$ cat src/rtl/fir_xifu_scoreboard.sv
// XIFU in-flight instruction scoreboard.
// Age-ordered circular FIFO of issued instructions. It detects RAW hazards on
// the offered instruction, tracks commit/kill per id, and retires the head.
module fir_xifu_scoreboard #(
   parameter int unsigned NB_REGS  = 4,
   parameter int unsigned DEPTH    = 4,
   parameter int unsigned ID_WIDTH = 4
) (
   input  logic                         clk_i,
   input  logic                         rst_ni,
   input  logic                         clear_i,
   input  logic                         issue_valid_i,
   output logic                         issue_ready_o,
   input  logic [ID_WIDTH-1:0]          issue_id_i,
   input  logic [$clog2(NB_REGS)-1:0]   issue_rd_i,
   input  logic                         issue_rd_we_i,
   input  logic [$clog2(NB_REGS)-1:0]   issue_rs1_i,
   input  logic [$clog2(NB_REGS)-1:0]   issue_rs2_i,
   input  logic                         issue_rs1_re_i,
   input  logic                         issue_rs2_re_i,
   output logic                         hazard_o,
   input  logic                         commit_valid_i,
   input  logic [ID_WIDTH-1:0]          commit_id_i,
   input  logic                         commit_kill_i,
   output logic                         head_valid_o,
   output logic [ID_WIDTH-1:0]          head_id_o,
   output logic                         head_committed_o,
   input  logic                         retire_i,
   output logic [$clog2(DEPTH):0]       count_o
);

   localparam int unsigned RW = $clog2(NB_REGS);
   localparam int unsigned PW = $clog2(DEPTH);
   localparam int unsigned CW = PW + 1;

   typedef struct packed {
      logic                valid;
      logic [ID_WIDTH-1:0] id;
      logic [RW-1:0]       rd;
      logic                we;
      logic                committed;
      logic                killed;
   } entry_t;

   entry_t [DEPTH-1:0] ent_q, ent_d;
   logic   [PW-1:0]    head_q, head_d;
   logic   [PW-1:0]    tail_q, tail_d;
   logic   [CW-1:0]    count_q, count_d;

   entry_t head_ent;
   logic   raw_c;
   logic   full;
   logic   push;
   logic   pop;
   logic   push_commit;

   // RAW check: any live writer whose rd matches an enabled source
   always_comb begin
      raw_c = 1'b0;
      for (int unsigned i = 0; i < DEPTH; i++) begin
         if (ent_q[i].valid && !ent_q[i].killed && ent_q[i].we &&
             ((issue_rs1_re_i && (ent_q[i].rd == issue_rs1_i)) ||
              (issue_rs2_re_i && (ent_q[i].rd == issue_rs2_i)))) begin
            raw_c = 1'b1;
         end
      end
   end

   // Handshake, head view and push/pop decisions
   always_comb begin
      head_ent         = ent_q[head_q];
      full             = (count_q == CW'(DEPTH));
      hazard_o         = issue_valid_i && raw_c;
      issue_ready_o    = !full && !hazard_o;
      push             = issue_valid_i && issue_ready_o;
      head_valid_o     = head_ent.valid && !head_ent.killed;
      head_committed_o = head_valid_o && head_ent.committed;
      head_id_o        = head_ent.valid ? head_ent.id : '0;
      // A killed head drains on its own; a committed head waits for WB
      pop              = head_ent.valid && (head_ent.killed || (retire_i && head_committed_o));
      push_commit      = commit_valid_i && (commit_id_i == issue_id_i);
      count_o          = count_q;
   end

   // Next-state: flush, commit marking, push at tail, pop at head
   always_comb begin
      ent_d   = ent_q;
      head_d  = head_q;
      tail_d  = tail_q;
      count_d = count_q;
      if (clear_i) begin
         ent_d   = '0;
         head_d  = '0;
         tail_d  = '0;
         count_d = '0;
      end else begin
         if (commit_valid_i) begin
            for (int unsigned i = 0; i < DEPTH; i++) begin
               if (ent_q[i].valid && (ent_q[i].id == commit_id_i)) begin
                  ent_d[i].committed = 1'b1;
                  ent_d[i].killed    = commit_kill_i;
               end
            end
         end
         if (push) begin
            ent_d[tail_q].valid     = 1'b1;
            ent_d[tail_q].id        = issue_id_i;
            ent_d[tail_q].rd        = issue_rd_i;
            ent_d[tail_q].we        = issue_rd_we_i;
            ent_d[tail_q].committed = push_commit;
            ent_d[tail_q].killed    = push_commit && commit_kill_i;
            tail_d                  = tail_q + PW'(1);
         end
         if (pop) begin
            ent_d[head_q].valid = 1'b0;
            head_d              = head_q + PW'(1);
         end
         count_d = count_q + CW'(push) - CW'(pop);
      end
   end

   // State registers with asynchronous reset
   always_ff @(posedge clk_i or negedge rst_ni) begin
      if (!rst_ni) begin
         ent_q   <= '0;
         head_q  <= '0;
         tail_q  <= '0;
         count_q <= '0;
      end else begin
         ent_q   <= ent_d;
         head_q  <= head_d;
         tail_q  <= tail_d;
         count_q <= count_d;
      end
   end

endmodule

$ cat config.mk
export PLATFORM = sky130hd
export DESIGN_NAME = fir_xifu_scoreboard
export DESIGN_NICKNAME = d
export VERILOG_FILES = /design/src/rtl/fir_xifu_scoreboard.sv
export SDC_FILE = /design/constraint.sdc
export NUM_CORES = 1
export LEC_CHECK = 0
export CAP_MARGIN = 20
export CORE_UTILIZATION = 55
export CTS_CLUSTER_DIAMETER = 30
export DETAILED_ROUTE_END_ITERATION = 10
export PLACE_DENSITY = 0.75
export SLEW_MARGIN = 25
export SYNTH_ARGS = -nofsm -noshare
export SYNTH_HDL_FRONTEND = slang
export SYNTH_SLANG_ARGS = --single-unit
$ cat constraint.sdc
create_clock -name clk_i -period 3.3 [get_ports clk_i]
set_input_delay 0.495 -clock clk_i [delete_from_list [all_inputs] [get_ports clk_i]]
set_output_delay 0.495 -clock clk_i [all_outputs]
set_load 0.005 [all_outputs]
==> results of run 1 <==
-- flip-flops by register name, indices dropped and copies added, names as in the netlist --
name / count
count_o: 3
ent_q: 40
tail_q: 2
head_q: 2
-- cells in the mapped netlist, drive strengths merged (5+ instances only) --
master	n
nand3	46
inv	12
o22ai	6
xnor2	23
o21ai	33
nand2	8
mux4	7
nor2	8
ha	10
a21oi	41
and2	6
dfrtp	47
nand2b	5
buf	22
xor2	7
clkbuf	6
-- power by group through the flow --
stage,Clock [mW],Sequential [mW],Combinational (mW)
2_1_floorplan,0,0.666,0.243
5_1_grt,0.369,0.676,0.426
6_report,0.349,0.669,0.387
3_5_place_dp,0,0.679,0.384
4_1_cts,0.351,0.669,0.386
3_3_place_gp,0,0.678,0.376
-- worst max-delay path by stage --
stage                         from          to  slack (ns)  cells past startpoint
global route             head_q[0]  count_o[2]        0.04                     11
floorplan           issue_rs2_i[0]  count_o[2]        0.39                     16
detailed placement  issue_rs2_i[0]  count_o[2]       -0.02                     14
CTS                      head_q[0]  count_o[2]        0.26                     10
finish                   head_q[0]  count_o[2]        0.27                     10
global placement    issue_rs2_i[0]  count_o[2]        0.09                     14
-- routing by layer --
metal / track usage / part of all wire / vias up / wire (um)
li1: - / - / 1232 / -
met1: 0.407 / 0.42 / 1310 / 3410
met2: 0.472 / 0.48 / 149 / 3920
met3: 0.0583 / 0.091 / 14 / 741
met4: 0.0698 / 0.014 / 0 / 115
met5: 0 / 0 / - / 0
-- logic make-up (layout without fill, tap and decap cells) --
logic type	after synthesis	in the layout	synth area share
buf+inv	40	60	0.0773
flops	47	47	0.379
mux	8	8	0.0540
simple gates	95	95	0.170
compound gates	99	99	0.189
fa+ha+maj	11	11	0.0467
xor+xnor	30	30	0.0846
-- per-stage QoR --
stage	utilization	hold slack (ns)	power, mW
5_1_grt	0.657	0.246	1.47
2_1_floorplan	-	0.199	0.909
4_1_cts	0.657	0.224	1.41
3_5_place_dp	0.642	0.554	1.06
6_report	0.657	0.194	1.40
3_3_place_gp	0.641	0.539	1.05
-- cell usage in the layout, fill, tap and decap left out, types with 2 or more instances in the layout --
cell              n
and3_1            4
xnor2_1          23
clkbuf_8          5
xor2_1            7
a211o_1           4
o21ai_1          32
and2_1            6
inv_1            11
ha_1             10
mux4_2            7
buf_4             7
nand4_1           2
a222oi_1          2
o22ai_1           6
dfrtp_1          47
and3b_1           3
a211oi_2          4
nor2_1            8
nand3_1          46
or3_1             2
nor2b_1           4
a21oi_1          41
clkdlybuf4s50_1  33
o31ai_1           4
clkbuf_1          2
nand2_1           8
nand2b_1          5
-- final cells by class --
| class | instances | area share |
|---|---|---|
| Tap cell | 70 | 0.0253 |
| Clock inverter | 1 | 0.00145 |
| Multi-Input combinational cell | 243 | 0.488 |
| Timing Repair Buffer | 40 | 0.111 |
| Clock buffer | 7 | 0.0220 |
| Inverter | 12 | 0.0130 |
| Sequential cell | 47 | 0.340 |
==> metrics.md, run 1 <==
| Metric | Value |
|---|---|
| Synth area leader | `dfrtp_1` |
| Post-route DRC | `0` |
| Mapped cell area | `0.00311 mm^2` |
| Sequential-to-total area share from yosys stat | `0.379` |
| Syn Inst Count | `330` |
| Critical path buffers and inverters | `2` |
| Max_cap viols | `0` |
| Pre-CTS setup slack | `-0.0172 ns` |
| Crit. End Element | `flop` |
| Post-route setup TNS | `0 ns` |
| Final worst slack | `0.273 ns` |
| Yosys reg bits | `47` |
| Skew-Pair Late Insertion Delay | `0.30 ns` |
| Initial Util | `0.590` |
| Crit path time final | `3.03 ns` |
| Initial antenna violation count | `0` |
| Max IR drop VDD | `0.293 mV` |
| Share of cells above drive strength 1 | `0.0800` |
| Slew of the pin with the lowest slew margin | `0.737 ns` |
| Syn nets | `365` |
| Placer Congestion | `0.890` |
| Switch share | `0.329` |
| Reg-to-reg startpoint | `head_q[0]` |
| Crit path max-delay family | `adder cells` |
| Static Leak | `1.35 nW` |
| Synth top area share | `0.379` |
| R2R depth | `10` |
| Async SR Flop Fraction | `1.00` |
| Final-report setup violation count | `0` |
| Fin nets | `384` |
| Cell Rows | `26` |
| Cells along the critical path | `mux4_2 -> nor2b_1 -> ha_1 -> inv_1 -> ha_1 -> inv_1 -> fa_1 -> xor2_1 -> xnor2_1 -> nor2_1` |
| Post-synthesis area per instance | `9.41 um^2` |
| Setup repair bufs after CTS | `0` |
| Final instance area | `0.00346 mm^2` |
| Post-DR wirelength/cell | `19.5 um` |
| RR Endpoint | `count_o[2]` |
| Crit path largest cell delay | `0.62 ns` |
| WP data required | `3.48 ns` |
| Relative slew slack | `0.508` |
| Storage cell area | `0.00118 mm^2` |
| PD cells | `406 mW/mm^2` |
| Period utilisation layout | `0.917` |
| Post-CTS Hold Buffers | `0` |
| Clock share of power | `0.249` |
| CP max-delay cell | `nor2b_1` |
| First-pass DRT Iterations | `5` |
| Clock sinks | `47` |
| EDFF count, synth | `0` |
| Antenna Violating Nets Remaining | `0` |
| Root cell of the clock tree | `clkbuf_8` |
| GR Overflow Total | `0` |
| Die Wd | `77.2 um` |
| Filler Cell Count | `463` |
| Dpl cells | `412` |
| Prevailing post-synth register cell | `dfrtp_1` |
| Vias | `2,705` |
| RSZ-0062 raised after global routing | `false` |
| DP HPWL | `5.52 mm` |
| CTS tree | `built` |
| ANT cells | `0` |
| Reg power frac | `0.476` |
| Post-Route WL | `8.19 mm` |
| Cell-internal power | `0.943 mW` |
| Ys Warns | `0` |
| GR Util All Layers | `0.293` |
| Die ar. | `0.00595 mm^2` |
| Avg Vias per Cell | `6.44` |
| Status | `finished, final reports clean` |
| IO buf count | `34` |
| Die Ht | `77.2 um` |
| Fin cells | `420` |
| Path type of the worst setup path | `flop to flop` |
| Comb pwr share | `0.275` |
| Arr. time, crit path | `3.21 ns` |
| Worst reg-to-reg setup slack | `0.27 ns` |
| Highest fanout seen on the critical path | `7` |
| Sw Pwr | `0.462 mW` |
| Final Hold Fails | `0` |
| Num CTS Buffers | `5` |
| Clock Path Buffers | `2` |
| Placed inst area | `0.00338 mm^2` |
| Area of the multi-input gates | `0.00169 mm^2` |
| Area Overhead vs Synth | `11.5%` |
| Vias in the first global route | `2,566` |
| Core area | `0.00527 mm^2` |
| Synth unique cells | `44` |
| H-Tree Depth | `2` |
| F_max | `330 MHz` |
| Synth area leaders | `dfrtp_1, nand3_1, a21oi_1` |
| Max Slew Vio Count | `0` |
| DR iter-0 viols | `334` |
| CP Launch Type | `flop` |
| Hold Path Class | `primary input to asynchronous set/reset pin` |
| Largest net degree at the start of global routing | `48` |
| Clock slew at reported path FFs | `0.09 ns` |
| I/O pin count | `35` |
| Post-CTS sizing | `0` |
| Clock skew | `0.00685 ns` |
| First-pass GRT wire length | `13.4 mm` |
Note: power is estimated with default switching activity, not from simulation.
==> inputs of run 2 (changes only) <==
--- a/config.mk
+++ b/config.mk
@@ -6,10 +6,10 @@
 export NUM_CORES = 1
 export LEC_CHECK = 0
 export CAP_MARGIN = 20
-export CORE_UTILIZATION = 55
+export CORE_UTILIZATION = 50
 export CTS_CLUSTER_DIAMETER = 30
 export DETAILED_ROUTE_END_ITERATION = 10
-export PLACE_DENSITY = 0.75
+export PLACE_DENSITY = 0.69
 export SLEW_MARGIN = 25
 export SYNTH_ARGS = -nofsm -noshare
 export SYNTH_HDL_FRONTEND = slang
==> metrics.md, run 2 (same netlist as run 1, synthesis figures left out) <==
| Metric | Value |
|---|---|
| Status | `finished, final reports clean` |
| Period utilisation layout | `0.929` |
| Skew-Pair Late Insertion Delay | `0.31 ns` |
| Placer Congestion | `0.877` |
| Area Overhead vs Synth | `12.7%` |
| Area of the multi-input gates | `0.00169 mm^2` |
| GRT busiest layer | `met2` |
| Num CTS Buffers | `5` |
| Max IR drop VDD | `0.286 mV` |
| Post-CTS Hold Buffers | `0` |
| Final-report setup violation count | `0` |
| Most frequent cells in the layout | `dfrtp_1, nand3_1, a21oi_1` |
| Cell Rows | `28` |
| Post-route DRC | `0` |
| Max reg flops | `40` |
| Crit path largest cell delay | `0.60 ns` |
| Crit. End Element | `flop` |
| Vias in the first global route | `2,566` |
| GR Util All Layers | `0.281` |
| Clock slew at reported path FFs | `0.09 ns` |
| Highest fanout seen on the critical path | `4` |
| Die Wd | `80.8 um` |
| Power, Total | `1.43 mW` |
| Max Slew Vio Count | `0` |
| Avg Vias per Cell | `6.27` |
| Fin cells | `427` |
| Static Leak | `1.37 nW` |
| DP HPWL | `5.71 mm` |
| Vias | `2,676` |
| Initial antenna violation count | `0` |
| Critical path buffers and inverters | `3` |
| Cells along the critical path | `clkdlybuf4s50_1 -> xnor2_1 -> nand3_1 -> a211o_1 -> and4_4 -> nand3_1 -> ha_1 -> inv_1 -> ha_1 -> inv_1 -> fa_1 -> xor2_1 -> xnor2_1 -> nor2_1` |
| Root cell of the clock tree | `clkbuf_8` |
| Filler Cell Count | `553` |
| Final Hold Fails | `0` |
| Worst Setup SP | `issue_rs2_i[0]` |
| Path type of the worst setup path | `primary input to flop` |
| Post-Route WL | `8.41 mm` |
| Clock Path Buffers | `2` |
| Crit path time final | `3.07 ns` |
| Most common cell after layout, fill and taps aside | `dfrtp_1` |
| F_max | `326 MHz` |
| Dpl cells | `420` |
| Share of cells above drive strength 1 | `0.0938` |
| Routing usage on met2 | `0.446` |
| Crit path max-delay family | `adder cells` |
| Top reg by flops | `ent_q` |
| Largest net degree at the start of global routing | `48` |
| Clock sinks | `47` |
| Die ar. | `0.00653 mm^2` |
| Post-DR wirelength/cell | `19.7 um` |
| CTS tree | `built` |
| Reg-to-reg startpoint | `head_q[0]` |
| I/O pin count | `35` |
| Storage cell area | `0.00118 mm^2` |
| CP max-delay cell | `clkdlybuf4s50_1` |
| IO buf count | `34` |
| Met1 Track Usage GR | `0.387` |
| Hold Path Class | `primary input to asynchronous set/reset pin` |
| Grt met3 use | `0.0303` |
| Antenna Violating Nets Remaining | `0` |
| ANT cells | `0` |
| Fin nets | `387` |
| DR iter-0 viols | `302` |
| Relative slew slack | `0.582` |
| H-Tree Depth | `2` |
| Die Ht | `80.8 um` |
| First-pass GRT wire length | `13.5 mm` |
| CP Launch Type | `primary input` |
| RSZ-0062 raised after global routing | `false` |
| GR Overflow Total | `0` |
| PD cells | `408 mW/mm^2` |
| Slew of the pin with the lowest slew margin | `0.628 ns` |
| Core area | `0.00596 mm^2` |
| Clock skew | `0.00948 ns` |
| First-pass DRT Iterations | `5` |
| Setup repair bufs after CTS | `0` |
| Initial Util | `0.522` |
| WP data required | `3.49 ns` |
| Arr. time, crit path | `3.26 ns` |
| Max_cap viols | `0` |
-- run 2: cell type report --
| class | instances | share of cell area |
|---|---|---|
| Multi-Input combinational cell | 243 | 0.484 |
| Sequential cell | 47 | 0.336 |
| Timing Repair Buffer | 43 | 0.116 |
| Tap cell | 75 | 0.0268 |
| Clock buffer | 6 | 0.0236 |
| Inverter | 12 | 0.0129 |
| Clock inverter | 1 | 0.00143 |
-- run 2: metal layers --
layer	part of all wire	wire length (um)
met2	0.47	3980
met4	0.025	213
met1	0.45	3780
met3	0.051	426
met5	0	0
-- run 2: metrics by stage --
step	util	setup WS [ns]	hold slack [ns]	TNS, ns	cell area (um^2)
2_1_floorplan	-	0.395	0.199	0	3110
3_3_place_gp	0.572	0.0813	0.536	0	3410
3_5_place_dp	0.573	-0.0581	0.540	-0.0581	3410
4_1_cts	0.587	0.150	0.220	0	3500
5_1_grt	0.588	0.112	0.238	0	3500
6_report	0.588	0.234	0.194	0	3500
-- run 2: power by group --
part	leakage [nW]	internal, mW	switching (mW)
registers	0.647	0.619	0.0495
logic	0.679	0.177	0.213
clock network	0.0470	0.165	0.205
total	1.37	0.961	0.468
-- run 2: path summary, 6_finish.rpt --
| path | endpoint | slack (ns) | depth (start not counted) |
|---|---|---|---|
| max | count_o[2] | 0.23 | 14 |
| min | ent_q[4] | 0.19 | 1 |
| max reg2reg | count_o[2] | 0.24 | 11 |
| min reg2reg | ent_q[22] | 0.55 | 2 |
| max in group asynchronous | ent_q[28] | 2.68 | 1 |
| min in group clk_i | ent_q[22] | 0.55 | 2 |
-- run 2: repair_timing --
action | in CTS | in global routing
endpoints found under the hold margin | 0 | 0
gates resized for setup | 0 | 1
setup endpoints to repair | 0 | 1
==> inputs of run 3 (changes only) <==
--- a/config.mk
+++ b/config.mk
@@ -6,6 +6,7 @@
 export NUM_CORES = 1
 export LEC_CHECK = 0
 export CAP_MARGIN = 20
+export CORE_ASPECT_RATIO = 1.5
 export CORE_UTILIZATION = 50
 export CTS_CLUSTER_DIAMETER = 30
 export DETAILED_ROUTE_END_ITERATION = 10
==> metrics.md, run 3 (same netlist as run 1, synthesis figures left out) <==
| Metric | Value |
|---|---|
| Status | `finished, final reports clean` |
| Placer Congestion | `0.932` |
| Post-CTS Hold Buffers | `0` |
| Clock skew | `0.00755 ns` |
| Max reg flops | `40` |
| Path type of the worst setup path | `primary input to output port` |
| DP HPWL | `5.54 mm` |
| Die Ht | `98.5 um` |
| Slew of the pin with the lowest slew margin | `0.656 ns` |
| CP Launch Type | `primary input` |
| Cell Rows | `34` |
| Setup repair bufs after CTS | `0` |
| Initial antenna violation count | `0` |
| Grt met3 use | `0.0451` |
| Reg-to-reg startpoint | `head_q[0]` |
| Most frequent cells in the layout | `dfrtp_1, nand3_1, a21oi_1` |
| Vias | `2,609` |
| Relative slew slack | `0.561` |
| Switch share | `0.307` |
| Met1 Track Usage GR | `0.344` |
| Max_cap viols | `0` |
| Clock Path Buffers | `2` |
| Avg Vias per Cell | `6.18` |
| Worst reg-to-reg setup slack | `0.43 ns` |
| GR Util All Layers | `0.263` |
| Routing usage on met2 | `0.414` |
| Power, Total | `1.50 mW` |
| Crit. End Element | `output port` |
| First-pass DRT Iterations | `5` |
| Post-Route WL | `7.94 mm` |
| IO buf count | `34` |
| Die Wd | `66.4 um` |
| Root cell of the clock tree | `clkbuf_8` |
| Post-route DRC | `0` |
| H-Tree Depth | `2` |
| Hold Path Class | `primary input to asynchronous set/reset pin` |
| Clock sinks | `47` |
| RR Endpoint | `count_o[2]` |
| Max Slew Vio Count | `0` |
| Top reg by flops | `ent_q` |
| Skew-Pair Late Insertion Delay | `0.31 ns` |
| Max IR drop VDD | `0.425 mV` |
| GRT busiest layer | `met2` |
| I/O pin count | `35` |
| ANT cells | `0` |
| Vias in the first global route | `2,606` |
| First-pass GRT wire length | `12.9 mm` |
| PD cells | `429 mW/mm^2` |
| Largest net degree at the start of global routing | `44` |
| Clock share of power | `0.302` |
| Arr. time, crit path | `2.48 ns` |
| Cell-internal power | `1.04 mW` |
| CTS tree | `built` |
| Post-CTS sizing | `0` |
| Clock slew at reported path FFs | `0.09 ns` |
| RSZ-0062 raised after global routing | `false` |
| Filler Cell Count | `532` |
| Share of cells above drive strength 1 | `0.0857` |
| Area Overhead vs Synth | `12.8%` |
| Most common cell after layout, fill and taps aside | `dfrtp_1` |
| Initial Util | `0.525` |
| WP data required | `2.80 ns` |
| Sw Pwr | `0.462 mW` |
| Final Hold Fails | `0` |
| R2R depth | `10` |
| GR Overflow Total | `0` |
| Highest fanout seen on the critical path | `4` |
| Core area | `0.00591 mm^2` |
| Num CTS Buffers | `5` |
| Static Leak | `1.37 nW` |
| Post-DR wirelength/cell | `18.8 um` |
| Post-route setup TNS | `0 ns` |
| Fin nets | `384` |
| Final-report setup violation count | `0` |
| F_max | `336 MHz` |
| Die ar. | `0.00654 mm^2` |
| Crit path time final | `2.97 ns` |
| Comb pwr share | `0.254` |
| Reg power frac | `0.444` |
| Antenna Violating Nets Remaining | `0` |
| DR iter-0 viols | `219` |
| Period utilisation layout | `0.901` |
run 3: cell count changes in the layout (fill, tap and decap cells not counted):
| cell | delta |
|---|---|
| buf_2 | +1 |
| buf_4 | -4 |
| bufinv_16 | +1 |
| clkinv_2 | -1 |
| inv_6 | +1 |
| nor2b_1 | +1 |
| nor2b_2 | -1 |
run 3: worst max path at each step:
stage,startpoint,endpoint,slack [ns],depth (start not counted)
after floorplan,issue_rs2_i[0],count_o[2],0.39,16
after global placement,issue_rs2_i[1],count_o[2],0.07,14
after detailed placement,issue_rs2_i[1],count_o[2],0.007,14
after CTS,issue_rs2_i[1],count_o[2],0.32,14
after global routing,issue_rs2_i[1],count_o[2],0.17,14
final,issue_rs2_i[1],hazard_o,0.33,7
run 3: final cells by class:
type / instances / area [um^2] / area share
Clock inverter: 2 / 38.8 / 0.0111
Inverter: 12 / 45.0 / 0.0129
Sequential cell: 47 / 1180 / 0.336
Tap cell: 72 / 90.1 / 0.0257
Clock buffer: 6 / 82.6 / 0.0236
Timing Repair Buffer: 40 / 380 / 0.109
Multi-Input combinational cell: 243 / 1690 / 0.482
run 3: worst max-delay path: stages:
cell and delay, ns:
clkdlybuf4s50_1 0.60, xnor2_1 0.15, nand3_1 0.10, a211o_1 0.33, nand4_2 0.12, and2_1 0.17, clkdlybuf4s50_1 0.51
run 3: power by group through the flow:
stage / Sequential, mW / Clock (mW) / Combinational, mW
floorplan: 0.666 / 0 / 0.243
global placement: 0.680 / 0 / 0.375
detailed placement: 0.680 / 0 / 0.380
CTS: 0.669 / 0.457 / 0.383
global route: 0.676 / 0.485 / 0.420
finish: 0.669 / 0.454 / 0.382
run 3: through the flow:
stage | utilization | instances | instance area, um^2 | setup WS [ns] | hold WS (ns)
floorplan | - | 330 | 3110 | 0.395 | 0.199
global placement | 0.572 | 414 | 3380 | 0.0695 | 0.471
detailed placement | 0.572 | 414 | 3380 | 0.00704 | 0.464
CTS | 0.592 | 422 | 3500 | 0.324 | 0.131
global route | 0.592 | 422 | 3500 | 0.173 | 0.141
finish | 0.592 | 422 | 3500 | 0.326 | 0.117
run 3: per-layer routing:
layer / vias to the layer above / routed length [um]
met2: 103 / 4020
met5: - / 0
met4: 0 / 204
li1: 1226 / -
met1: 1265 / 3260
met3: 15 / 449
